--- src/rtl/spi_pkg.sv ---
// Shared defaults and FSM encoding for the single-domain SPI master/slave link.
package spi_pkg;

  localparam int DEF_DATA_WIDTH = 8;
  localparam int DEF_CLK_DIV    = 4;
  localparam int CNT_W          = $clog2(DEF_DATA_WIDTH + 1);

  typedef enum logic [1:0] {
    IDLE  = 2'd0,
    SHIFT = 2'd1,
    DONE  = 2'd2
  } state_t;

endpackage

--- src/rtl/spi_master_slave_if.sv ---
// Parallel-side bundle of the SPI link: frame request, transmit word, serial lines and receive results.
interface spi_master_slave_if
  import spi_pkg::*;
#(
  parameter int DATA_WIDTH = DEF_DATA_WIDTH
);

  logic                  start;
  logic [DATA_WIDTH-1:0] data_i;
  logic                  miso;
  logic                  mosi;
  logic                  sclk;
  logic                  ss_n;
  logic                  finish;
  logic [DATA_WIDTH-1:0] data_o;
  logic                  r_finish;

  // master: the link itself; slave: the client that requests frames and reads results
  modport master (
    input  start, data_i, miso,
    output mosi, sclk, ss_n, finish, data_o, r_finish
  );

  modport slave (
    output start, data_i, miso,
    input  mosi, sclk, ss_n, finish, data_o, r_finish
  );

endinterface

--- src/rtl/spi_slave_rx.sv ---
// SPI mode-0 receiver: synchronises sclk/mosi/ss_n, shifts MSB-first on sclk rises, publishes full words.
module spi_slave_rx
  import spi_pkg::*;
#(
  parameter int DATA_WIDTH = DEF_DATA_WIDTH
) (
  input  logic                  clk,
  input  logic                  rst_n,
  input  logic                  mosi,
  input  logic                  sclk,
  input  logic                  ss_n,
  input  logic                  start,
  input  logic                  tx_finish,
  output logic [DATA_WIDTH-1:0] data_o,
  output logic                  r_finish
);

  localparam int              CW       = $clog2(DATA_WIDTH + 1);
  localparam logic [CW-1:0]   CNT_LAST = CW'(DATA_WIDTH - 1);

  logic                  sclk_p0, sclk_p1, sclk_p2;
  logic                  mosi_p0, mosi_p1;
  logic                  ss_n_p0, ss_n_p1;
  logic [CW-1:0]         cnt;
  logic [DATA_WIDTH-2:0] sr;
  logic                  rise;

  assign rise = sclk_p1 & ~sclk_p2 & ~ss_n_p1;

  always_ff @(posedge clk or negedge rst_n) begin
    if (!rst_n) begin
      sclk_p0  <= 1'b0;
      sclk_p1  <= 1'b0;
      sclk_p2  <= 1'b0;
      mosi_p0  <= 1'b0;
      mosi_p1  <= 1'b0;
      ss_n_p0  <= 1'b1;
      ss_n_p1  <= 1'b1;
      cnt      <= '0;
      sr       <= '0;
      data_o   <= '0;
      r_finish <= 1'b0;
    end else begin
      // p0/p1: two-flop synchronisers; p2: previous synced sclk for edge detection
      sclk_p0  <= sclk;
      sclk_p1  <= sclk_p0;
      sclk_p2  <= sclk_p1;
      mosi_p0  <= mosi;
      mosi_p1  <= mosi_p0;
      ss_n_p0  <= ss_n;
      ss_n_p1  <= ss_n_p0;
      r_finish <= 1'b0;
      // Any re-arm source throws away a partial word; data_o keeps the last good one
      if (start || tx_finish || ss_n_p1) begin
        cnt <= '0;
        sr  <= '0;
      end else if (rise) begin
        if (cnt == CNT_LAST) begin
          data_o   <= {sr, mosi_p1};
          r_finish <= 1'b1;
          cnt      <= '0;
          sr       <= '0;
        end else begin
          sr  <= (DATA_WIDTH-1)'({sr, mosi_p1});
          cnt <= cnt + 1'b1;
        end
      end
    end
  end

endmodule

--- src/rtl/spi_master_slave.sv ---
// SPI mode-0 master (divider, FSM, tx shifter) looped into an on-chip receiver in the same clock domain.
module spi_master_slave
  import spi_pkg::*;
#(
  parameter int DATA_WIDTH = DEF_DATA_WIDTH,
  parameter int CLK_DIV    = DEF_CLK_DIV
) (
  input logic               clk,
  input logic               rst_n,
  spi_master_slave_if.master bus
);

  localparam int               DIV_W    = $clog2(CLK_DIV);
  localparam int               TOG_W    = $clog2(2 * DATA_WIDTH + 1);
  localparam logic [DIV_W-1:0] DIV_LAST = DIV_W'(CLK_DIV - 1);
  localparam logic [TOG_W-1:0] TOG_LAST = TOG_W'(2 * DATA_WIDTH - 1);

  state_t                state;
  logic [DIV_W-1:0]      div_cnt;
  logic [TOG_W-1:0]      tog_cnt;
  logic [DATA_WIDTH-1:0] tx_sr;
  logic [DATA_WIDTH-1:0] miso_unused;
  logic                  mosi_q, sclk_q, ss_n_q, finish_q;
  logic                  accept, tick, rx_start;
  logic [DATA_WIDTH-1:0] rx_data;
  logic                  rx_done;

  assign accept   = (state == IDLE) && bus.start;
  assign tick     = (state == SHIFT) && (div_cnt == DIV_LAST);
  // Only an accepted start re-arms the receiver, so a start ignored mid-frame cannot corrupt it
  assign rx_start = accept;

  always_ff @(posedge clk or negedge rst_n) begin
    if (!rst_n) begin
      state    <= IDLE;
      div_cnt  <= '0;
      tog_cnt  <= '0;
      mosi_q   <= 1'b0;
      sclk_q   <= 1'b0;
      ss_n_q   <= 1'b1;
      finish_q <= 1'b0;
    end else begin
      finish_q <= 1'b0;
      unique case (state)
        IDLE: begin
          if (bus.start) begin
            ss_n_q  <= 1'b0;
            sclk_q  <= 1'b0;
            mosi_q  <= bus.data_i[DATA_WIDTH-1];
            div_cnt <= '0;
            tog_cnt <= '0;
            state   <= SHIFT;
          end
        end
        SHIFT: begin
          if (tick) begin
            div_cnt <= '0;
            sclk_q  <= ~sclk_q;
            tog_cnt <= tog_cnt + 1'b1;
            if (tog_cnt == TOG_LAST) begin
              ss_n_q   <= 1'b1;
              finish_q <= 1'b1;
              mosi_q   <= 1'b0;
              state    <= DONE;
            end else if (sclk_q) begin
              mosi_q <= tx_sr[DATA_WIDTH-2];
            end
          end else begin
            div_cnt <= div_cnt + 1'b1;
          end
        end
        DONE:    state <= IDLE;
        default: state <= IDLE;
      endcase
    end
  end

  // tx word and the reserved miso capture are pure datapath; their contents are don't-care outside a frame
  always_ff @(posedge clk) begin
    if (accept) begin
      tx_sr <= bus.data_i;
    end else if (tick && sclk_q) begin
      tx_sr <= tx_sr << 1;
    end
    if (tick && !sclk_q) begin
      miso_unused <= {miso_unused[DATA_WIDTH-2:0], bus.miso};
    end
  end

  spi_slave_rx #(
    .DATA_WIDTH(DATA_WIDTH)
  ) u_rx (
    .clk      (clk),
    .rst_n    (rst_n),
    .mosi     (mosi_q),
    .sclk     (sclk_q),
    .ss_n     (ss_n_q),
    .start    (rx_start),
    .tx_finish(finish_q),
    .data_o   (rx_data),
    .r_finish (rx_done)
  );

  assign bus.mosi     = mosi_q;
  assign bus.sclk     = sclk_q;
  assign bus.ss_n     = ss_n_q;
  assign bus.finish   = finish_q;
  assign bus.data_o   = rx_data;
  assign bus.r_finish = rx_done;

endmodule

--- src/flat_wrapper.sv ---
// flat-port wrapper written by rule: the top's interface ports become plain ports
module spi_master_slave_flat import spi_pkg::*;
#(
  parameter int DATA_WIDTH = DEF_DATA_WIDTH,
  parameter int CLK_DIV    = DEF_CLK_DIV
)
  (clk, rst_n, bus_start, bus_data_i, bus_miso, bus_mosi, bus_sclk, bus_ss_n, bus_finish, bus_data_o, bus_r_finish);
  spi_master_slave_if #(.DATA_WIDTH(DATA_WIDTH)) bus_i ();
  input logic clk;
  input logic rst_n;
  input wire logic [$bits(bus_i.start)-1:0] bus_start;
  input wire logic [$bits(bus_i.data_i)-1:0] bus_data_i;
  input wire logic [$bits(bus_i.miso)-1:0] bus_miso;
  output wire logic [$bits(bus_i.mosi)-1:0] bus_mosi;
  output wire logic [$bits(bus_i.sclk)-1:0] bus_sclk;
  output wire logic [$bits(bus_i.ss_n)-1:0] bus_ss_n;
  output wire logic [$bits(bus_i.finish)-1:0] bus_finish;
  output wire logic [$bits(bus_i.data_o)-1:0] bus_data_o;
  output wire logic [$bits(bus_i.r_finish)-1:0] bus_r_finish;
  assign bus_i.start = bus_start;
  assign bus_i.data_i = bus_data_i;
  assign bus_i.miso = bus_miso;
  assign bus_mosi = bus_i.mosi;
  assign bus_sclk = bus_i.sclk;
  assign bus_ss_n = bus_i.ss_n;
  assign bus_finish = bus_i.finish;
  assign bus_data_o = bus_i.data_o;
  assign bus_r_finish = bus_i.r_finish;
  spi_master_slave #(.DATA_WIDTH(DATA_WIDTH), .CLK_DIV(CLK_DIV)) u_core (.clk(clk), .rst_n(rst_n), .bus(bus_i));
endmodule
--- config.mk ---
export PLATFORM = sky130hd
export DESIGN_NAME = spi_master_slave_flat
export DESIGN_NICKNAME = d
export VERILOG_FILES = /design/src/rtl/spi_pkg.sv /design/src/rtl/spi_master_slave_if.sv /design/src/rtl/spi_slave_rx.sv /design/src/rtl/spi_master_slave.sv /design/src/flat_wrapper.sv
export SDC_FILE = /design/constraint.sdc
export NUM_CORES = 1
export LEC_CHECK = 0
export CORE_MARGIN = 1.5
export CORE_UTILIZATION = 45
export CTS_CLUSTER_DIAMETER = 60
export DETAILED_ROUTE_END_ITERATION = 10
export PLACE_DENSITY = 0.67
export SLEW_MARGIN = 5
export SYNTH_ARGS = -nofsm -noshare
export SYNTH_HDL_FRONTEND = slang
export SYNTH_SLANG_ARGS = --single-unit
--- constraint.sdc ---
create_clock -name clk -period 2.1 [get_ports clk]
set_clock_uncertainty 0.1 [all_clocks]
set_input_delay 0.63 -clock clk [delete_from_list [all_inputs] [get_ports clk]]
set_output_delay 0.63 -clock clk [all_outputs]
set_load 0.02 [all_outputs]
==> Yosys cells after proc, flatten, opt, wreduce, memory -nomap -nowiden <==
Index checks and enable logic that the tools add are counted.
Widths: inputs -> output; s select.
{ "word_totals": {"ff_bits": 47, "in_bits": 12, "out_inout_bits": 13, "wordCells": 86} }
{ "classes": {"addsub": 3, "n_eq_ne": 8, "n_mux": 35, "bitwise_logic": 6, "reduce_logical": 15} }
{ "ops": {"columns": ["op", "count"], "rows": [
  ["$mux 7", 5],
  ["$mux 1", 14],
  ["$mux 4", 3],
  ["$mux 2", 5],
  ["$mux 5", 2],
  ["$pmux 5 s2", 1],
  ["$reduce_and 3->1", 3],
  ["$pmux 2 s2", 2],
  ["$reduce_and 4->1", 2],
  ["$pmux 1 s2", 3],
  ["$reduce_bool 2->1", 3],
  ["$add 5x1->5 const B", 1],
  ["$eq 5x4->1 const B", 1],
  ["$add 4x1->4 const B", 1],
  ["$eq 4x3->1 const B", 1],
  ["$ne 2x2->1 const B", 2],
  ["$not 1->1", 4],
  ["$logic_and 1x1->1", 3],
  ["$ne 3x2->1 const B", 1],
  ["$add 2x1->2 const B", 1],
  ["$and 1x1->1", 2],
  ["$eq 2x1->1 const B", 1],
  ["$eq 2x2->1 const B", 1],
  ["$logic_not 2->1", 1],
  ["3 further kinds", 4]
]} }

==> Logic depth before layout (Yosys ltp) <==
{ "depth": {"depth_word": 6, "depth_mapped": 6, "mapped_depth_nobuf": 6} }

==> By module <==
Synthesis repeated with hierarchy kept, for this count alone.
{ "unflattened": {"cells_unflattened": 154, "hier_area_um2": 1980.6} }
{ "modules_own_cells": {"columns": ["module", "instances", "cells_each", "area_per_inst_um2", "seq_area_each_um2"], "rows": [
  ["spi_slave_rx", 1, 82, 1024.7, 678.2],
  ["spi_master_slave", 1, 72, 955.9, 536.8]
]} }

==> Worst setup path after synthesis <==
OpenSTA, ideal clock, no wires.
{ "synth_timing": {"kind": "input to register", "start": "input bus_start", "end": "register u_core.u_rx.data_o[0]", "setup_ps": 125, "arrival_time_ps": 1749, "t_required_ps": 1875, "path_slack_ps": 126, "stages": 4, "n_path_buf": 1, "cell_sequence": "nor3b_2 > or4_1 > buf_6 > mux2_4"} }
{ "synth_via": {"elab_chain_cells": 5} }
{ "synth_lines": {"columns": ["item", "line_no", "source"], "rows": [
  ["start, declared", "flat_wrapper.sv:11", "input wire logic [$bits(bus_i.start)-1:0] bus_start;"],
  ["$logic_and 1x1->1", "spi_master_slave.sv:28", "assign accept = (state == IDLE) && bus.start;"],
  ["$logic_or 1x1->1 (2 in a row)", "spi_slave_rx.sv:54", "if (start || tx_finish || ss_n_p1) begin"],
  ["$not 1->1 (no source line)", null, null],
  ["$reduce_and 3->1 (no source line)", null, null],
  ["end signal, assigned", "spi_slave_rx.sv:59", "data_o <= {sr, mosi_p1};"],
  ["end, declared", "spi_slave_rx.sv:14", "output logic [DATA_WIDTH-1:0] data_o,"]
]} }
Every way passes these cells.
A chain may end at the register's enable or synchronous reset.

==> Worst setup path in the final report <==
{ "layout_timing": {"start": "register u_core.mosi_q (netlist: u_core.bus.mosi)", "end": "output bus_mosi"} }
{ "layout_lines": {"columns": ["item", "line_no", "source"], "rows": [
  ["start, declared", "spi_master_slave.sv:23", "logic mosi_q, sclk_q, ss_n_q, finish_q;"],
  ["start signal, assigned", "spi_master_slave.sv:49", "mosi_q <= bus.data_i[DATA_WIDTH-1];"],
  ["start signal, assigned", "spi_master_slave.sv:66", "mosi_q <= tx_sr[DATA_WIDTH-2];"],
  ["end, declared", "flat_wrapper.sv:14", "output wire logic [$bits(bus_i.mosi)-1:0] bus_mosi;"]
]} }
No word-level cell between the ends.

==> metrics.txt <==
status=completed; Critical Path Slowest Stage Cell=clkdlybuf4s50_1; CP delay by family, top=buffers and inverters; Worst Tran Pin Value=0.544 ns; Crit Path Class=register to output port; CTS clk-pin slew, worst paths=0.09 ns; # setup viols final=0; First-pass DRT Iterations=4; critical path endpoint=bus_mosi; number of fill cells=324; pin count of the biggest net entering global routing=23; synthesized cell area=1960 sq um; H-tree levels=2; Reg2Reg Setup Slack=0.23 ns; Synth top area share=0.472; crit path launch type=register; Compound-Gate Fraction of Synth Area=0.0893; Post-CTS Hold Fix Bufs=0; total of warnings raised by yosys=0; Post-Layout Cell Count=251; initial antenna violation count=0; wirelength, routed=3510 microns; Chip Width=69.0 microns; crit-path cells=clkdlybuf4s50_1; Max clock buf depth=2; commonest register cell after synthesis=dfrtp_1; first-pass GRT wire length=6180 microns; asr flop ratio synth=0.851; Post-Synth Simple-Gate Area=0.173; post-layout min period=2.03 ns; Final HPWL DP=2460 microns; IO buf count=23; Synth area leaders=dfrtp_1 47%, edfxtp_1 11%, mux2_4 6.1%, nand2_1 5.7%, dfstp_2 4.0%; CTS sink cnt=47; flop and latch count out of synthesis=47; Req. time, crit path=1.37 ns; Die Ht=69.0 microns; nature of the critical path endpoint=output port; Tot GR Track Use=0.163; aggregate global routing overflow=0; Cells after Synth=167; DP Worst Slack=-0.396 ns; CTS tree=yes; Core Region=4090 sq um; final slew viol count=0; cts bufs inserted=5; Detailed Route Iter0 Violations=102; post-synthesis sequential area ratio=0.619; Post-Synth XOR/XNOR Area=0.00446; area of the multi-input gates=697 sq um; crit path launch=u_core.bus.mosi$_DFFE_PN0P_; Max Clk Rate=494 MHz; max_cap viols=0; RR Endpoint=u_core.u_rx.data_o[0]$_DFFE_PN0P_; Synth cell types=35; Commonest cells post-synth=37 x dfrtp_1, 30 x nand2_1, 14 x a21oi_1, 11 x nand3_1, 8 x mux2_4; CP max FO=3; wire per inst=14.0 microns; post-synthesis mux area share=0.0612; CTS root buffer=clkbuf_8; I/O pin total=25; Arr. time, crit path=1.30 ns; via count=1317; crit path buf inv count=1; Post-route DRC=0; clock network latency to the later pin of the worst-skew pair=0.29 ns; final worst slack=0.0745 ns; Synth-to-Final Area Change=24.4%; area leader, netlist=dfrtp_1; Pleak=0.00110 uW; CP peak stage delay=0.62 ns; FF+latch area=1210 sq um; ant diodes=0; die area=4770 sq um; R2R depth=5; RSZ-0062 raised after global routing=no; Hold Crit Class=input port to async pin; Post-synth EDFFs=7; final hold violation count=0; fin crit share=0.965; Starting Density=0.480; final layout net count=216; Pwr Density=1360 nW/um^2; Rows=23; Synth Area in Adders=0.0255; Worst path depth=1; syn avg cell area=11.7 sq um; Peak VDD IR=0.692 mV; largest family of logic cells by synthesized area=simple AND/OR/NAND/NOR gates; GPL Wtd Cong=0.782; vias in the first global route=1332; share of layout cells above drive strength 1=0.164; Mapped Nets=183; via/cell ratio=5.25; Routed Antenna Nets=0; count leader, synth=dfrtp_1; dpl cells=242; worst rel slew slack=0.636; reg2reg start=u_core.u_rx.cnt[0]$_DFFE_PN0P_
worst min-delay path by stage:
stage | from | slack [ns] | end
2_1_floorplan | rst_n | 0.23 | u_core.bus.finish$_DFF_PN0_
3_3_place_gp | u_core.u_rx.mosi_p0$_DFF_PN0_ | 0.23 | u_core.u_rx.mosi_p1$_DFF_PN0_
3_5_place_dp | u_core.u_rx.sclk_p0$_DFF_PN0_ | 0.23 | u_core.u_rx.sclk_p1$_DFF_PN0_
4_1_cts | rst_n | 0.17 | u_core.u_rx.data_o[4]$_DFFE_PN0P_
5_1_grt | rst_n | 0.18 | u_core.u_rx.data_o[4]$_DFFE_PN0P_
6_report | rst_n | 0.16 | u_core.u_rx.data_o[5]$_DFFE_PN0P_
flip-flops by register name (all words and copies together) (netlist names), 2 cells and up:
signal / cells
u_core.u_rx.cnt: 4
u_core.tog_cnt: 5
u_core.u_rx.sr: 7
u_core.tx_sr: 7
u_core.u_rx.data_o: 8
u_core.div_cnt: 2
u_core.state: 2
per-layer routing:
layer / vias to the layer above / global-route usage / wire (microns)
met5: - / 0 / 0
met4: 0 / 0.0545 / 53
met3: 6 / 0.0497 / 146
met2: 34 / 0.269 / 1790
met1: 634 / 0.203 / 1520
li1: 643 / - / -
worst register-to-register path: cells and delay by family (launching register included):
kind	cells	cell delay [ns]
adder cells (fa/ha/maj)	1	0.24
multiplexers	1	0.29
buffers and inverters	1	0.18
flip-flops	1	0.40
AND/OR/NAND/NOR	2	0.55
final cells by class:
type                    instances  area share
well taps                      50      0.0256
multi-input cells             109       0.285
flip-flops and latches         47       0.498
clock buffers                   7      0.0400
repair buffers                 33       0.133
clock inverters                 1      0.0123
inverters                       4     0.00615
cells in the final DEF (no fill, tap or decap), types with 5 or more instances in the layout:
| cell type | n |
|---|---|
| nor2_1 | 6 |
| a21oi_1 | 14 |
| nand2_1 | 30 |
| edfxtp_1 | 7 |
| nand3_1 | 11 |
| dfrtp_1 | 37 |
| o21ai_0 | 7 |
| clkdlybuf4s50_1 | 20 |
| buf_4 | 6 |
| mux2_4 | 8 |
| clkbuf_8 | 5 |
metrics by stage:
step           utilization  TNS, ns  instance area [sq um]  hold slack (ns)  power [uW]
6_report             0.597        0                   2440            0.160        3310
4_1_cts              0.597        0                   2440            0.167        3350
3_5_place_dp         0.564    -9.38                   2300            0.235        2620
5_1_grt              0.597        0                   2440            0.180        3540
2_1_floorplan            -        0                   1960            0.231        2150
3_3_place_gp         0.564    -8.93                   2300            0.233        2550
repair_timing:
item,in CTS,in global routing
setup endpoints to repair,16,0
setup buffers,0,0
resized for setup,4,0
kinds of logic (layout without fill, tap and decap cells):
kind of cell | count (synthesis) | count (layout)
adder cells (fa/ha/maj) | 4 | 4
flip-flops | 47 | 47
AND/OR/NAND/NOR | 67 | 67
buffers and inverters | 11 | 45
multiplexers | 8 | 8
XOR/XNOR | 1 | 1
AO/OA/AOI/OAI | 29 | 29
where the power goes:
group	internal (uW)	switching [uW]	total [uW]
logic	547	527	1070
clock network	428	297	725
registers	1290	224	1510
total	2260	1050	3310
(Power assumes the default switching activity.)
